--- config.mk ---
export PLATFORM = sky130hd
export DESIGN_NAME = acc_mode_reg
export DESIGN_NICKNAME = d
export VERILOG_FILES = /design/src/rtl/acc_mode_reg.sv
export SDC_FILE = /design/constraint.sdc
export NUM_CORES = 1
export LEC_CHECK = 0
export ABC_CLOCK_PERIOD_IN_PS = 2500
export BUFFER_PORTS_ARGS = -buffer_cell sky130_fd_sc_hd__buf_4
export CAP_MARGIN = 15
export CELL_PAD_IN_SITES_DETAIL_PLACEMENT = 1
export CELL_PAD_IN_SITES_GLOBAL_PLACEMENT = 1
export CORE_UTILIZATION = 35
export CTS_BUF_LIST = sky130_fd_sc_hd__clkbuf_8
export DETAILED_ROUTE_END_ITERATION = 8
export PLACE_DENSITY = 0.77
export SYNTH_ARGS = -nofsm -noshare
export SYNTH_HDL_FRONTEND = slang
export SYNTH_SLANG_ARGS = --single-unit
--- constraint.sdc ---
create_clock -name clk -period 2.5 [get_ports clk]
set_clock_uncertainty 0.2 [all_clocks]
set_input_delay 0.125 -clock clk [delete_from_list [all_inputs] [get_ports clk]]
set_output_delay 0.125 -clock clk [all_outputs]
set_load 0.02 [all_outputs]
--- src/rtl/acc_mode_reg.sv ---
// Accumulator register: load/inc/dec/clear plus multi-cycle shift/rotate with start/busy/done handshake.
// Latency: single-cycle ops update out on the accepting edge (done next cycle); shifts take k=min(amt,WIDTH) cycles.
// Backpressure: start is accepted only while busy=0; a start seen while busy is dropped entirely.
module acc_mode_reg #(
    parameter int               WIDTH     = 8,
    parameter logic [WIDTH-1:0] RESET_VAL = '0,
    localparam int              AW        = $clog2(WIDTH) + 1
) (
    input  logic             clk,
    input  logic             clr,
    input  logic             set,
    input  logic             start,
    input  logic [2:0]       op,
    input  logic [WIDTH-1:0] in,
    input  logic [AW-1:0]    amt,
    output logic [WIDTH-1:0] out,
    output logic             busy,
    output logic             done,
    output logic             zero,
    output logic             carry
);

    typedef enum logic [2:0] {
        OP_NOP  = 3'b000,
        OP_LOAD = 3'b001,
        OP_INC  = 3'b010,
        OP_DEC  = 3'b011,
        OP_SHL  = 3'b100,
        OP_SHR  = 3'b101,
        OP_ROL  = 3'b110,
        OP_CLR  = 3'b111
    } op_e;

    typedef enum logic {
        ST_IDLE  = 1'b0,
        ST_SHIFT = 1'b1
    } state_e;

    localparam logic [AW-1:0]    W_AW  = AW'(WIDTH);
    localparam logic [WIDTH-1:0] ONE_W = WIDTH'(1);

    // Architectural state
    state_e           r_state;
    logic [WIDTH-1:0] r_out;
    logic             r_carry;
    logic             r_done;
    logic [AW-1:0]    r_cnt;
    op_e              r_sop;

    // Next-state values from the combinational process
    state_e           w_state_nxt;
    logic [WIDTH-1:0] w_out_nxt;
    logic             w_carry_nxt;
    logic             w_done_nxt;
    logic [AW-1:0]    w_cnt_nxt;
    op_e              w_sop_nxt;

    // Helpers
    op_e              w_op;
    logic [AW-1:0]    w_k;
    logic [WIDTH:0]   w_inc;
    logic [WIDTH-1:0] w_dec;
    logic [WIDTH-1:0] w_step_out;
    logic             w_step_carry;

    assign w_op  = op_e'(op);
    // Shift counts beyond the register width behave as a full-width shift.
    assign w_k   = (amt > W_AW) ? W_AW : amt;
    assign w_inc = {1'b0, r_out} + {1'b0, ONE_W};
    assign w_dec = r_out - ONE_W;

    // One 1-bit step of the latched shift/rotate, with the bit that leaves the register
    always_comb begin
        w_step_out   = r_out;
        w_step_carry = r_carry;
        case (r_sop)
            OP_SHL: begin
                w_step_out   = {r_out[WIDTH-2:0], 1'b0};
                w_step_carry = r_out[WIDTH-1];
            end
            OP_SHR: begin
                w_step_out   = {1'b0, r_out[WIDTH-1:1]};
                w_step_carry = r_out[0];
            end
            OP_ROL: begin
                w_step_out   = {r_out[WIDTH-2:0], r_out[WIDTH-1]};
                w_step_carry = r_out[WIDTH-1];
            end
            default: begin
                w_step_out   = r_out;
                w_step_carry = r_carry;
            end
        endcase
    end

    // Next-state and datapath decisions: running shift step first, else an accepted start
    always_comb begin
        w_state_nxt = r_state;
        w_out_nxt   = r_out;
        w_carry_nxt = r_carry;
        w_done_nxt  = 1'b0;
        w_cnt_nxt   = r_cnt;
        w_sop_nxt   = r_sop;

        if (r_state == ST_SHIFT) begin
            w_out_nxt   = w_step_out;
            w_carry_nxt = w_step_carry;
            w_cnt_nxt   = r_cnt - AW'(1);
            if (r_cnt == AW'(1)) begin
                w_state_nxt = ST_IDLE;
                w_done_nxt  = 1'b1;
            end
        end else if (start) begin
            w_done_nxt = 1'b1;
            case (w_op)
                OP_NOP: begin
                    w_out_nxt = r_out;
                end
                OP_LOAD: begin
                    w_out_nxt   = in;
                    w_carry_nxt = 1'b0;
                end
                OP_INC: begin
                    w_out_nxt   = w_inc[WIDTH-1:0];
                    w_carry_nxt = w_inc[WIDTH];
                end
                OP_DEC: begin
                    w_out_nxt   = w_dec;
                    w_carry_nxt = (r_out == '0);
                end
                OP_CLR: begin
                    w_out_nxt   = '0;
                    w_carry_nxt = 1'b0;
                end
                default: begin
                    // SHL / SHR / ROL: a zero count completes immediately with no movement.
                    if (w_k == '0) begin
                        w_carry_nxt = 1'b0;
                    end else begin
                        w_done_nxt  = 1'b0;
                        w_state_nxt = ST_SHIFT;
                        w_cnt_nxt   = w_k;
                        w_sop_nxt   = w_op;
                    end
                end
            endcase
        end
    end

    // State register: clr beats set, both abort any shift without a done pulse
    always_ff @(posedge clk) begin
        if (!clr) begin
            r_state <= ST_IDLE;
            r_out   <= RESET_VAL;
            r_carry <= 1'b0;
            r_done  <= 1'b0;
            r_cnt   <= '0;
            r_sop   <= OP_NOP;
        end else if (!set) begin
            r_state <= ST_IDLE;
            r_out   <= '1;
            r_carry <= 1'b0;
            r_done  <= 1'b0;
            r_cnt   <= '0;
            r_sop   <= OP_NOP;
        end else begin
            r_state <= w_state_nxt;
            r_out   <= w_out_nxt;
            r_carry <= w_carry_nxt;
            r_done  <= w_done_nxt;
            r_cnt   <= w_cnt_nxt;
            r_sop   <= w_sop_nxt;
        end
    end

    assign out   = r_out;
    assign busy  = (r_state == ST_SHIFT);
    assign done  = r_done;
    assign carry = r_carry;
    assign zero  = (r_out == '0);

endmodule

# Yosys cells after proc, flatten, opt, wreduce, memory -nomap -nowiden
# Index checks and enable logic that the tools add are counted.
# Widths: inputs -> output; s select.
[classes]
eq_ne = 15
mux = 25
n_bitwise = 3
div_mod_pow = 0
n_shift = 0
order_cmp = 1
reduce_logical = 13
n_mul = 0
add_sub_neg = 3
[op_table]
columns = ["cell", "n"]
rows = [
  ["$pmux 8 s4", 1],
  ["$mux 8", 3],
  ["$pmux 8 s3", 1],
  ["$mux 4", 5],
  ["$mux 1", 13],
  ["$eq 3x3->1 const B", 4],
  ["$add 8x1->9 const B", 1],
  ["$logic_not 8->1", 1],
  ["$reduce_and 4->1", 2],
  ["$sub 8x1->8 const B", 1],
  ["$eq 3x2->1 const B", 2],
  ["$ne 6x1->1 const B", 1],
  ["$reduce_and 3->1", 2],
  ["$ne 5x2->1 const B", 1],
  ["$reduce_bool 5->1", 1],
  ["$reduce_or 5->1", 1],
  ["$eq 4x1->1 const B", 1],
  ["$gt 4x4->1 const B", 1],
  ["$logic_not 4->1", 1],
  ["$ne 2x2->1 const B", 2],
  ["$pmux 1 s4", 1],
  ["$reduce_or 2->1", 2],
  ["$sub 4x1->4 const B", 1],
  ["$eq 3x1->1 const B", 1],
  ["8 further kinds", 10],
]
[word_totals]
inputBits = 19
romBits = 0
latch_bits = 0
wordCells = 66
memories = 0
ram_bits = 0
regBits = 18

# Logic depth before layout (Yosys ltp)
# Gate-level depths: netlist (run 1).
[depth]
word_depth = 7
ltp_mapped = 7

# Worst setup path after synthesis (run 1)
# No wires, ideal clock.
[synth_path]
path_kind = "register -> register"
startpoint = "register r_out[0] (netlist: out[0])"
endpoint = "register r_out[4] (netlist: out[4])"
n_path_buf = 0
stages_incl_launch_ff = 7
path_slack_ns = 0.324
period_less_slack_ns = 2.176
arrival_ns = 1.858
path_cell_list = "dfxtp_1 > inv_1 > ha_1 > and3_1 > a221o_1 > a221o_1 > a32o_1"
[synth_between]
elab_chain_len = 5
word_cells_on_any_way = 6
classes_between = "add/sub (2); mux (4)"
[synth_rtl]
columns = ["element", "line", "source"]
rows = [
  ["start, declared", "44", "logic [WIDTH-1:0] r_out;"],
  ["start signal, assigned", "168", "r_out <= w_out_nxt;"],
  ["$sub 8x1->8 or $add 8x1->9 (tied branches)", "70, 69", ""],
  ["$pmux 8 s4 *", "115", "case (w_op)"],
  ["$mux 8 *", "113", "end else if (start) begin"],
  ["$mux 8 *", "105", "if (r_state == ST_SHIFT) begin"],
  ["$mux 8 *", "159", "end else if (!set) begin"],
]
# Every way passes the cells marked *; elsewhere a longest branch is shown, timed or not. The select of a mux whose other input is x is not followed.
# A chain may end at the register's enable or synchronous reset.

# Worst setup path after layout (run 1)
[layout_path]
startpoint = "input op[0]"
endpoint = "register r_out[1] (netlist: out[1])"
[layout_between]
elab_chain_len = 5
word_cells_on_any_way = 10
classes_between = "eq/ne (5); mux (4); reduce/logical (1)"
[layout_rtl]
columns = ["element", "line", "source"]
rows = [
  ["start, declared", "13", "input logic [2:0] op,"],
  ["$eq 3x3->1, or another cell as far along", "115", ""],
  ["$pmux 8 s4", "115", ""],
  ["$mux 8", "113", ""],
  ["$mux 8", "105", ""],
  ["$mux 8", "159", ""],
]
# Several ways; a longest one is shown, not always the timed one. The select of a mux whose other input is x is not followed.

==> results.yml, run 1 <==
worst_setup_path:
  cpMostUsedCell: "dlygate4sd3_1"
  end_kind: "flop"
  cp_num_buf_inv: 3
  worstSetupPathType: "input pin to flop"
  cp_top_family: "buffers and inverters"
  cpMaxStageDelayCell: "dlygate4sd3_1"
  cp_slowest_stage_delay_ns: 0.55
  crit_fanout: 11
  path_cells: "dlygate4sd3_1 > buf_4 > nand2b_1 > nand2_1 > a221oi_1 > a21o_1 > a31oi_1 > dlygate4sd3_1"
  startpoint_type: "input pin"
  required_ns: 2.46
  crit_arrival_ns: 2.34
  r2r_start: "out[0]"
  cp-startpoint: "op[0]"
clocking:
  cts.sinks: 18
  cts_inserted_buffers: 3
  insertion_delay_ns: 0.27
  cts_max_level: 1
  cts_setup_buffers: 0
  cts.clk_slew.worst_paths_ns: 0.08
  clock_path_buffers: 2
  cts_tree: "done"
  clockRootBuffer: "clkbuf_8"
drt:
  via_count: 1691
  dr.pass1.iters: 4
  finalWirelength_um: 5340
  initialDrtViolationCount: 101
  post_drt_wl_per_cell_um: 18.9
  drtAntennaViolNets: 0
  drc: 0
  vias_per_cell: 6.00
cells_and_area:
  finalNetCount: 259
  drive_above_1_share_pct: 22.2
  seqCellArea_um2: 363
  final_cells: 282
  n_fill_cell: 483
  syn2layout_area_growth_pct: 31.0
  n_antenna_cell: 0
  multi_input_area_um2: 997
  finalInstanceArea_um2: 1890
logic_synthesis:
  synth_top_area_share_pct: 25.0
  yosysUniqueCellTypes: 50
  synth_flop_cell: "dfxtp_1"
  avgSynthCellArea_um2: 7.51
  syn_inst: 192
  synth_area_um2: 1440
  synth_edf_count: 0
  ys_seq_area_share_pct: 25.0
  ys_async_sr_fraction_pct: 0
  synthTopCellsByArea: "dfxtp_1, a21oi_1, nand2_1"
  yosysTopAreaCell: "dfxtp_1"
  syn_nets: 216
  yosysWarnings: 0
  ys_ff_latch: 18
sta:
  finalWorstSetupSlack_ns: 0.118
  final_hold_viol_count: 0
  rsz0062_at_grt: "no"
  fmax_mhz: 420
  slew_headroom_pct: 59.3
  tightest_slew_ns: 0.609
  finalCritPeriodShare_pct: 95.3
  slew_viol_final: 0
  period_needed_ns: 2.38
  tns_ns: 0
  setup_viol: 0
floorplan:
  die_y_um: 66.2
  io_pins: 31
  core_area_um2: 3800
  dieWidth_um: 66.2
  rows: 22
  dieArea_um2: 4380
  initial_core_util_pct: 37.9
placement:
  dpl.cell_count: 269
  place_area_um2: 1730
  gp_congestion: 0.924
  place_ws_ns: 0.300
  portBuffers: 30
  dp_hpwl_um: 4020
run:
  cap_violations: 0
power_and_ir_drop:
  p_seq_share_pct: 38.0
  swShare_pct: 35.2
  comb_power_share_pct: 34.0
  clock_power_share_pct: 27.9
  leakage_uw: 0.000740
  power_density_nw_per_um2: 482
  intPower_uw: 589
  ir_drop_v: 0.000204
  netSwitchingPower_uw: 321
global_routing:
  grt_pass1_wl_um: 8890
  grt_antenna_before_repair: 0
  grt_pass1_vias: 1808
  gr-usage-all-layers_pct: 27.5
  grt_max_degree: 17
  overflow: 0
worst_hold_path:
  min_from: "start"
  hold_class: "input pin to flop"
outcome:
  status: "complete, no violations"
==> per-layer routing <==
layer | wire, um | global-route usage, % | share of wire [%] | vias to the layer above
met5 | 0 | 0 | 0 | -
met4 | 86 | 8.24 | 1.6 | 0
met3 | 289 | 3.45 | 5.4 | 8
met2 | 2720 | 49.5 | 51 | 55
met1 | 2240 | 33.7 | 42 | 823
li1 | - | - | - | 805
==> Yosys cell counts, drive strengths merged, types with 2 or more instances <==
library cell  instances
or2                   2
nand4                 2
a221oi                3
nand3                 8
dfxtp                18
a31oi                 7
nor3                  4
nand2                20
nor2b                 4
nor2                 16
a21oi                15
a221o                 3
nand3b                5
a32oi                 2
nand2b                3
nor3b                 3
or4b                  2
ha                    5
inv                  12
a32o                  4
buf                   3
o21ai                10
a21o                  4
and3                  4
a211oi                4
clkbuf                5
nor4                  2
xnor2                 3
==> layout make-up <==
| type | instances | area share, % |
|---|---|---|
| clock buffers | 4 | 2.92 |
| multi-input cells | 154 | 52.8 |
| well taps | 48 | 3.18 |
| repair buffers | 46 | 19.5 |
| flip-flops and latches | 18 | 19.2 |
| inverters | 12 | 2.39 |
==> final timing paths <==
kind / slack, ns / endpoint / cells past startpoint
worst max register to register: 0.15 / out[1] / 7
worst max-delay path: 0.12 / out[1] / 8
worst min register to register: 0.27 / carry / 2
worst min-delay path: 0.02 / r_cnt[0] / 3
==> worst register-to-register path, cell delays in order (launching register included) <==
cell	delay, ns
dfxtp_2	0.41
inv_1	0.12
ha_1	0.33
xor2_1	0.15
a221oi_1	0.28
a21o_1	0.13
a31oi_1	0.07
dlygate4sd3_1	0.55
==> repair_timing <==
| item | in CTS | in global routing |
|---|---|---|
| hold buffers | 9 | 0 |
| setup endpoints to repair | 0 | 1 |
| gates resized for setup | 0 | 4 |
| endpoints found under the hold margin | 8 | 0 |
==> stage by stage <==
step                      total power [uW]  util, %  hold slack (ns)
after detailed placement               644     45.6            0.163
final                                  910     49.7           0.0183
after global placement                 632     45.6            0.156
after floorplan                        521        -           0.0252
after CTS                              911     49.4           0.0147
after global routing                   961     49.7           0.0524
==> power by group through the flow <==
stage | Sequential (uW) | Clock (uW) | Combinational [uW]
6_report | 346 | 254 | 310
3_3_place_gp | 349 | 0 | 283
4_1_cts | 345 | 260 | 306
5_1_grt | 352 | 272 | 337
3_5_place_dp | 352 | 0 | 292
2_1_floorplan | 354 | 0 | 167
==> cell usage in the layout, fill, tap and decap left out, types with 4 or more instances in the layout <==
master / Yosys / layout
a21o_1: 4 / 4
inv_1: 12 / 12
dlygate4sd3_1: 0 / 9
ha_1: 5 / 5
a31oi_1: 7 / 7
nor3_1: 4 / 4
nor2_1: 16 / 16
buf_4: 0 / 37
nand2_1: 20 / 20
and3_1: 4 / 4
clkbuf_8: 0 / 4
a21oi_1: 15 / 15
dfxtp_1: 18 / 16
a32o_1: 4 / 4
nor2b_1: 4 / 4
o21ai_0: 9 / 9
nand3_1: 8 / 8
nand3b_1: 5 / 5
==> state kept, by name, summed over array words and instances (netlist names) <==
name,cells
busy,1
carry,1
done,1
out,8
r_cnt,4
r_sop,3
==> kinds of logic after synthesis <==
kind of cell,count (synthesis),synth area share (%)
AO/OA/AOI/OAI,64,31.3
XOR/XNOR,4,2.43
adder cells (fa/ha/maj),5,4.34
buffers and inverters,20,6.34
flip-flops,18,25.0
multiplexers,2,1.48
AND/OR/NAND/NOR,79,29.1
Power figures use the tool's default switching activity.
==> run 2: changes to the inputs <==
--- a/config.mk
+++ b/config.mk
@@ -14,6 +14,7 @@
 export CTS_BUF_LIST = sky130_fd_sc_hd__clkbuf_8
 export DETAILED_ROUTE_END_ITERATION = 8
 export PLACE_DENSITY = 0.77
+export SETUP_SLACK_MARGIN = 0.2
 export SYNTH_ARGS = -nofsm -noshare
 export SYNTH_HDL_FRONTEND = slang
 export SYNTH_SLANG_ARGS = --single-unit
==> run 2 against run 1 <==
- worst setup slack improved by 0.21 ns
- maximum frequency rose by 9.9%
- global-route usage fell by 0.25 points
- clock power barely moved
- first-iteration DRC count rose by 5.0%
- sequential share of layout area rose by 0.18 points
- non-clock buffer count fell by 2
- worst hold slack got worse by 0.0030 ns
- critical path type is now flop to flop
- critical endpoint is now out[4]
- largest power group unchanged
==> results.yml, run 2 (synthesized netlist as in run 1, its figures left out) <==
global_routing:
  grt_pass1_vias: 1784
  grt_max_degree: 17
  overflow: 0
  grt_antenna_before_repair: 0
  grt_pass1_wl_um: 8790
  gr-usage-all-layers_pct: 27.3
worst_setup_path:
  end_kind: "flop"
  crit_arrival_ns: 2.13
  startpoint_type: "flop"
  worstSetupPathType: "flop to flop"
  required_ns: 2.47
  crit_fanout: 8
clocking:
  cts.clk_slew.worst_paths_ns: 0.08
  cts_max_level: 1
  cts.sinks: 18
  clock_path_buffers: 2
  clockRootBuffer: "clkbuf_8"
  cts_inserted_buffers: 3
  insertion_delay_ns: 0.27
  cts_tree: "done"
sta:
  setup_viol: 0
  tns_ns: 0
  final_hold_viol_count: 0
  rsz0062_at_grt: "no"
  period_needed_ns: 2.17
  slew_headroom_pct: 67.7
  finalCritPeriodShare_pct: 86.7
  tightest_slew_ns: 0.483
  slew_viol_final: 0
  fmax_mhz: 461
floorplan:
  die_y_um: 66.2
  rows: 22
  dieArea_um2: 4380
  dieWidth_um: 66.2
  initial_core_util_pct: 37.9
  core_area_um2: 3800
  io_pins: 31
outcome:
  status: "complete, no violations"
power_and_ir_drop:
  intPower_uw: 586
  total_power_uw: 905
  netSwitchingPower_uw: 319
  clock_power_share_pct: 28.0
  comb_power_share_pct: 33.7
  ir_drop_v: 0.000203
  swShare_pct: 35.2
  leakage_uw: 0.000733
  power_density_nw_per_um2: 485
  p_seq_share_pct: 38.3
cells_and_area:
  final_common_cell: "buf_4"
  largest_register_ffs: 8
  syn2layout_area_growth_pct: 29.3
  finalNetCount: 257
  n_antenna_cell: 0
  drive_above_1_share_pct: 21.6
  mostFrequentLayoutCells: "buf_4, nand2_1, dfxtp_1, nor2_1, a21oi_1"
drt:
  via_count: 1674
  initialDrtViolationCount: 106
  dr.pass1.iters: 4
  drtAntennaViolNets: 0
  post_drt_wl_per_cell_um: 18.9
  vias_per_cell: 5.98
  finalWirelength_um: 5280
  drc: 0
placement:
  gp_congestion: 0.924
  portBuffers: 30
  dp_hpwl_um: 4020
worst_hold_path:
  hold_class: "input pin to flop"
run:
  cap_violations: 0
run 2: path summary, 6_finish.rpt:
kind              startpoint  endpoint  slack, ns  cells after the start
setup / recovery      out[1]    out[4]       0.33                      6
hold / removal         start  r_cnt[0]       0.02                      3
setup reg to reg      out[1]    out[4]       0.33                      6
hold reg to reg        carry     carry       0.27                      2
run 2: repair_timing:
| item | 4_1_cts | 5_1_grt |
|---|---|---|
| hold endpoints to repair | 8 | 0 |
| gates resized for setup | 0 | 2 |
| hold buffers | 7 | 0 |
| buffers inserted | 0 | 0 |
| endpoints found under the setup margin | 0 | 2 |
run 2: critical path: stages (launching register included):
cell and delay [ns]:
dfxtp_1 0.48, inv_1 0.13, ha_1 0.23, and3_1 0.20, a221o_1 0.29, a221o_1 0.30
a32o_1 0.24
run 2: per-stage QoR:
step	instance area [um^2]	setup slack [ns]	util, %	std cells	hold slack [ns]
4_1_cts	1860	0.281	48.9	280	0.0147
6_report	1860	0.333	49.1	280	0.0153
3_3_place_gp	1730	0.400	45.6	269	0.156
5_1_grt	1860	0.235	49.1	280	0.0524
3_5_place_dp	1730	0.300	45.6	269	0.163
2_1_floorplan	1440	0.324	-	192	0.0252
run 2: metal layers:
| metal | global-route usage, % | up-vias | routed length, um |
|---|---|---|---|
| li1 | - | 801 | - |
| met4 | 8.24 | 0 | 80 |
| met5 | 0 | - | 0 |
| met1 | 33.6 | 818 | 2360 |
| met2 | 48.7 | 47 | 2650 |
| met3 | 3.45 | 8 | 192 |
run 2: power by group through the flow:
stage	combinational, uW	clock (uW)	sequential [uW]
floorplan	167	0	354
global route	332	272	352
detailed placement	292	0	352
global placement	283	0	349
finish	305	253	346
CTS	303	260	345
run 2: cell type report:
cell class                      count  area, um^2
Sequential cell                    18         362
Tap cell                           48        60.1
Inverter                           12        45.0
Fill cell                         484        1930
Multi-Input combinational cell    154         995
Timing Repair Buffer               44         348
Clock buffer                        4        55.1
==> run 3: changes to the inputs <==
--- a/config.mk
+++ b/config.mk
@@ -13,8 +13,9 @@
 export CORE_UTILIZATION = 35
 export CTS_BUF_LIST = sky130_fd_sc_hd__clkbuf_8
 export DETAILED_ROUTE_END_ITERATION = 8
-export PLACE_DENSITY = 0.77
+export PLACE_DENSITY = 0.71
 export SETUP_SLACK_MARGIN = 0.2
+export SKIP_CTS_REPAIR_TIMING = 1
 export SYNTH_ARGS = -nofsm -noshare
 export SYNTH_HDL_FRONTEND = slang
 export SYNTH_SLANG_ARGS = --single-unit
==> run 3 against run 2 <==
- the flow now finishes with violations (hold timing)
- combinational power down 6%
- maximum frequency down 0.61%
- register-to-register slack about the same
- die area unchanged
- critical path type unchanged
- critical endpoint unchanged
==> results.yml, run 3 (synthesized netlist as in run 1, its figures left out) <==
outcome:
  status: "finished with violations"
  violations: "hold timing"
clocking:
  insertion_delay_ns: 0.26
  clockRootBuffer: "clkbuf_8"
  cts_tree: "done"
  cts_max_level: 1
  cts.clk_slew.worst_paths_ns: 0.08
  clock_path_buffers: 2
  cts_inserted_buffers: 3
  cts.sinks: 18
floorplan:
  core_area_um2: 3800
  dieArea_um2: 4380
  io_pins: 31
  dieWidth_um: 66.2
  initial_core_util_pct: 37.9
  rows: 22
  die_y_um: 66.2
drt:
  dr.pass1.iters: 4
  post_drt_wl_per_cell_um: 17.6
  initialDrtViolationCount: 70
  drtAntennaViolNets: 0
  drc: 0
  finalWirelength_um: 4900
  via_count: 1630
  vias_per_cell: 5.86
sta:
  fmax_mhz: 459
  tightest_slew_ns: 0.646
  period_needed_ns: 2.18
  hold-worst-slack_ns: -0.00755
  finalWorstSetupSlack_ns: 0.319
  setup_viol: 0
  final_hold_viol_count: 1
  slew_viol_final: 0
  finalCritPeriodShare_pct: 87.2
  slew_headroom_pct: 56.8
  tns_ns: 0
  rsz0062_at_grt: "no"
worst_setup_path:
  startpoint_type: "flop"
  cpMaxStageDelayCell: "dfxtp_1"
  cp_top_family: "compound AO/OA/AOI/OAI gates"
  cp_num_buf_inv: 1
  worstSetupPathType: "flop to flop"
  r2r_cells: 6
  required_ns: 2.46
  crit_fanout: 8
  cpMostUsedCell: "a221o_1"
  rrSetupSlack_ns: 0.32
  crit_arrival_ns: 2.14
  end_kind: "flop"
  path_cells: "inv_1 > ha_1 > and3_1 > a221o_1 > a221o_1 > a32o_1"
  reg2reg_to: "out[4]"
  r2r_start: "out[0]"
  cp_slowest_stage_delay_ns: 0.46
power_and_ir_drop:
  leakage_uw: 0.000722
  comb_power_share_pct: 32.4
  netSwitchingPower_uw: 307
  swShare_pct: 34.6
  p_seq_share_pct: 39.1
  power_density_nw_per_um2: 483
  clock_power_share_pct: 28.4
  intPower_uw: 580
  ir_drop_v: 0.000213
global_routing:
  overflow: 0
  grt_pass1_wl_um: 7890
  busiest_layer: "met2"
  use_met1_pct: 28.8
  grtUsageMet3_pct: 3.79
  gr-usage-all-layers_pct: 24.2
  grt_antenna_before_repair: 0
  grt_pass1_vias: 1606
  grt_use_met2_pct: 43.2
  grt_max_degree: 23
placement:
  gp_congestion: 0.921
  portBuffers: 30
  dp_hpwl_um: 3630
  place_ws_ns: 0.328
cells_and_area:
  drive_above_1_share_pct: 20.9
  mostFrequentLayoutCells: "buf_4, nand2_1, dfxtp_1, nor2_1, a21oi_1"
  largest_register_ffs: 8
  finalNetCount: 255
  syn2layout_area_growth_pct: 27.5
  n_antenna_cell: 0
  final_common_cell: "buf_4"
worst_hold_path:
  min_from: "amt[3]"
  hold_end: "r_cnt[3]"
  min_delay_path_depth: 3
  hold_class: "input pin to flop"
run:
  cap_violations: 0
[run 3: cell count changes in the layout (fill, tap and decap cells not counted), sizes merged]
cell | before | now
dlygate4sd3 | 7 | 5
[run 3: worst reg2reg max path, delay by kind of cell, from the launching register on]
family                     cells  cell delay, ns
AOI/OAI and AO/OA              3            0.83
buffers and inverters          1            0.13
DFF                            1            0.46
and+or+nand+nor                1            0.21
adders and majority gates      1            0.24
[run 3: worst max path at each step]
| stage | from | to | cells after the start |
|---|---|---|---|
| after floorplan | out[0] | out[4] | 6 |
| after global placement | out[0] | out[4] | 6 |
| after detailed placement | out[0] | out[4] | 6 |
| after CTS | out[0] | out[4] | 6 |
| after global routing | out[0] | out[4] | 6 |
| final | out[0] | out[4] | 6 |
[run 3: per-stage QoR]
stage / hold WS (ns) / instance area (um^2) / total power, uW / utilization (%) / instances
2_1_floorplan: 0.0252 / 1440 / 521 / - / 192
3_3_place_gp: 0.158 / 1730 / 627 / 45.6 / 269
3_5_place_dp: 0.166 / 1730 / 633 / 45.6 / 269
4_1_cts: -0.120 / 1790 / 886 / 47.1 / 273
5_1_grt: 0.0246 / 1840 / 939 / 48.4 / 278
6_report: -0.00755 / 1840 / 887 / 48.4 / 278
[run 3: final cells by class]
class | count | area (um^2)
fill | 503 | 1960
multi-input combinational | 154 | 990
sequential | 18 | 360
timing repair buffer | 42 | 328
tap | 48 | 60.1
clock buffer | 4 | 55.1
inverter | 12 | 45.0
[run 3: routing by layer]
metal / share of wire (%) / vias to the layer above / wire, um
li1: - / 797 / -
met1: 43 / 795 / 2100
met2: 53 / 31 / 2580
met3: 3.4 / 7 / 166
met4: 1.2 / 0 / 59
met5: 0 / - / 0
[run 3: power groups by stage]
stage | logic (uW) | registers [uW] | clock network (uW)
2_1_floorplan | 167 | 354 | 0
3_3_place_gp | 275 | 352 | 0
3_5_place_dp | 279 | 353 | 0
4_1_cts | 281 | 346 | 258
5_1_grt | 315 | 351 | 272
6_report | 287 | 347 | 252
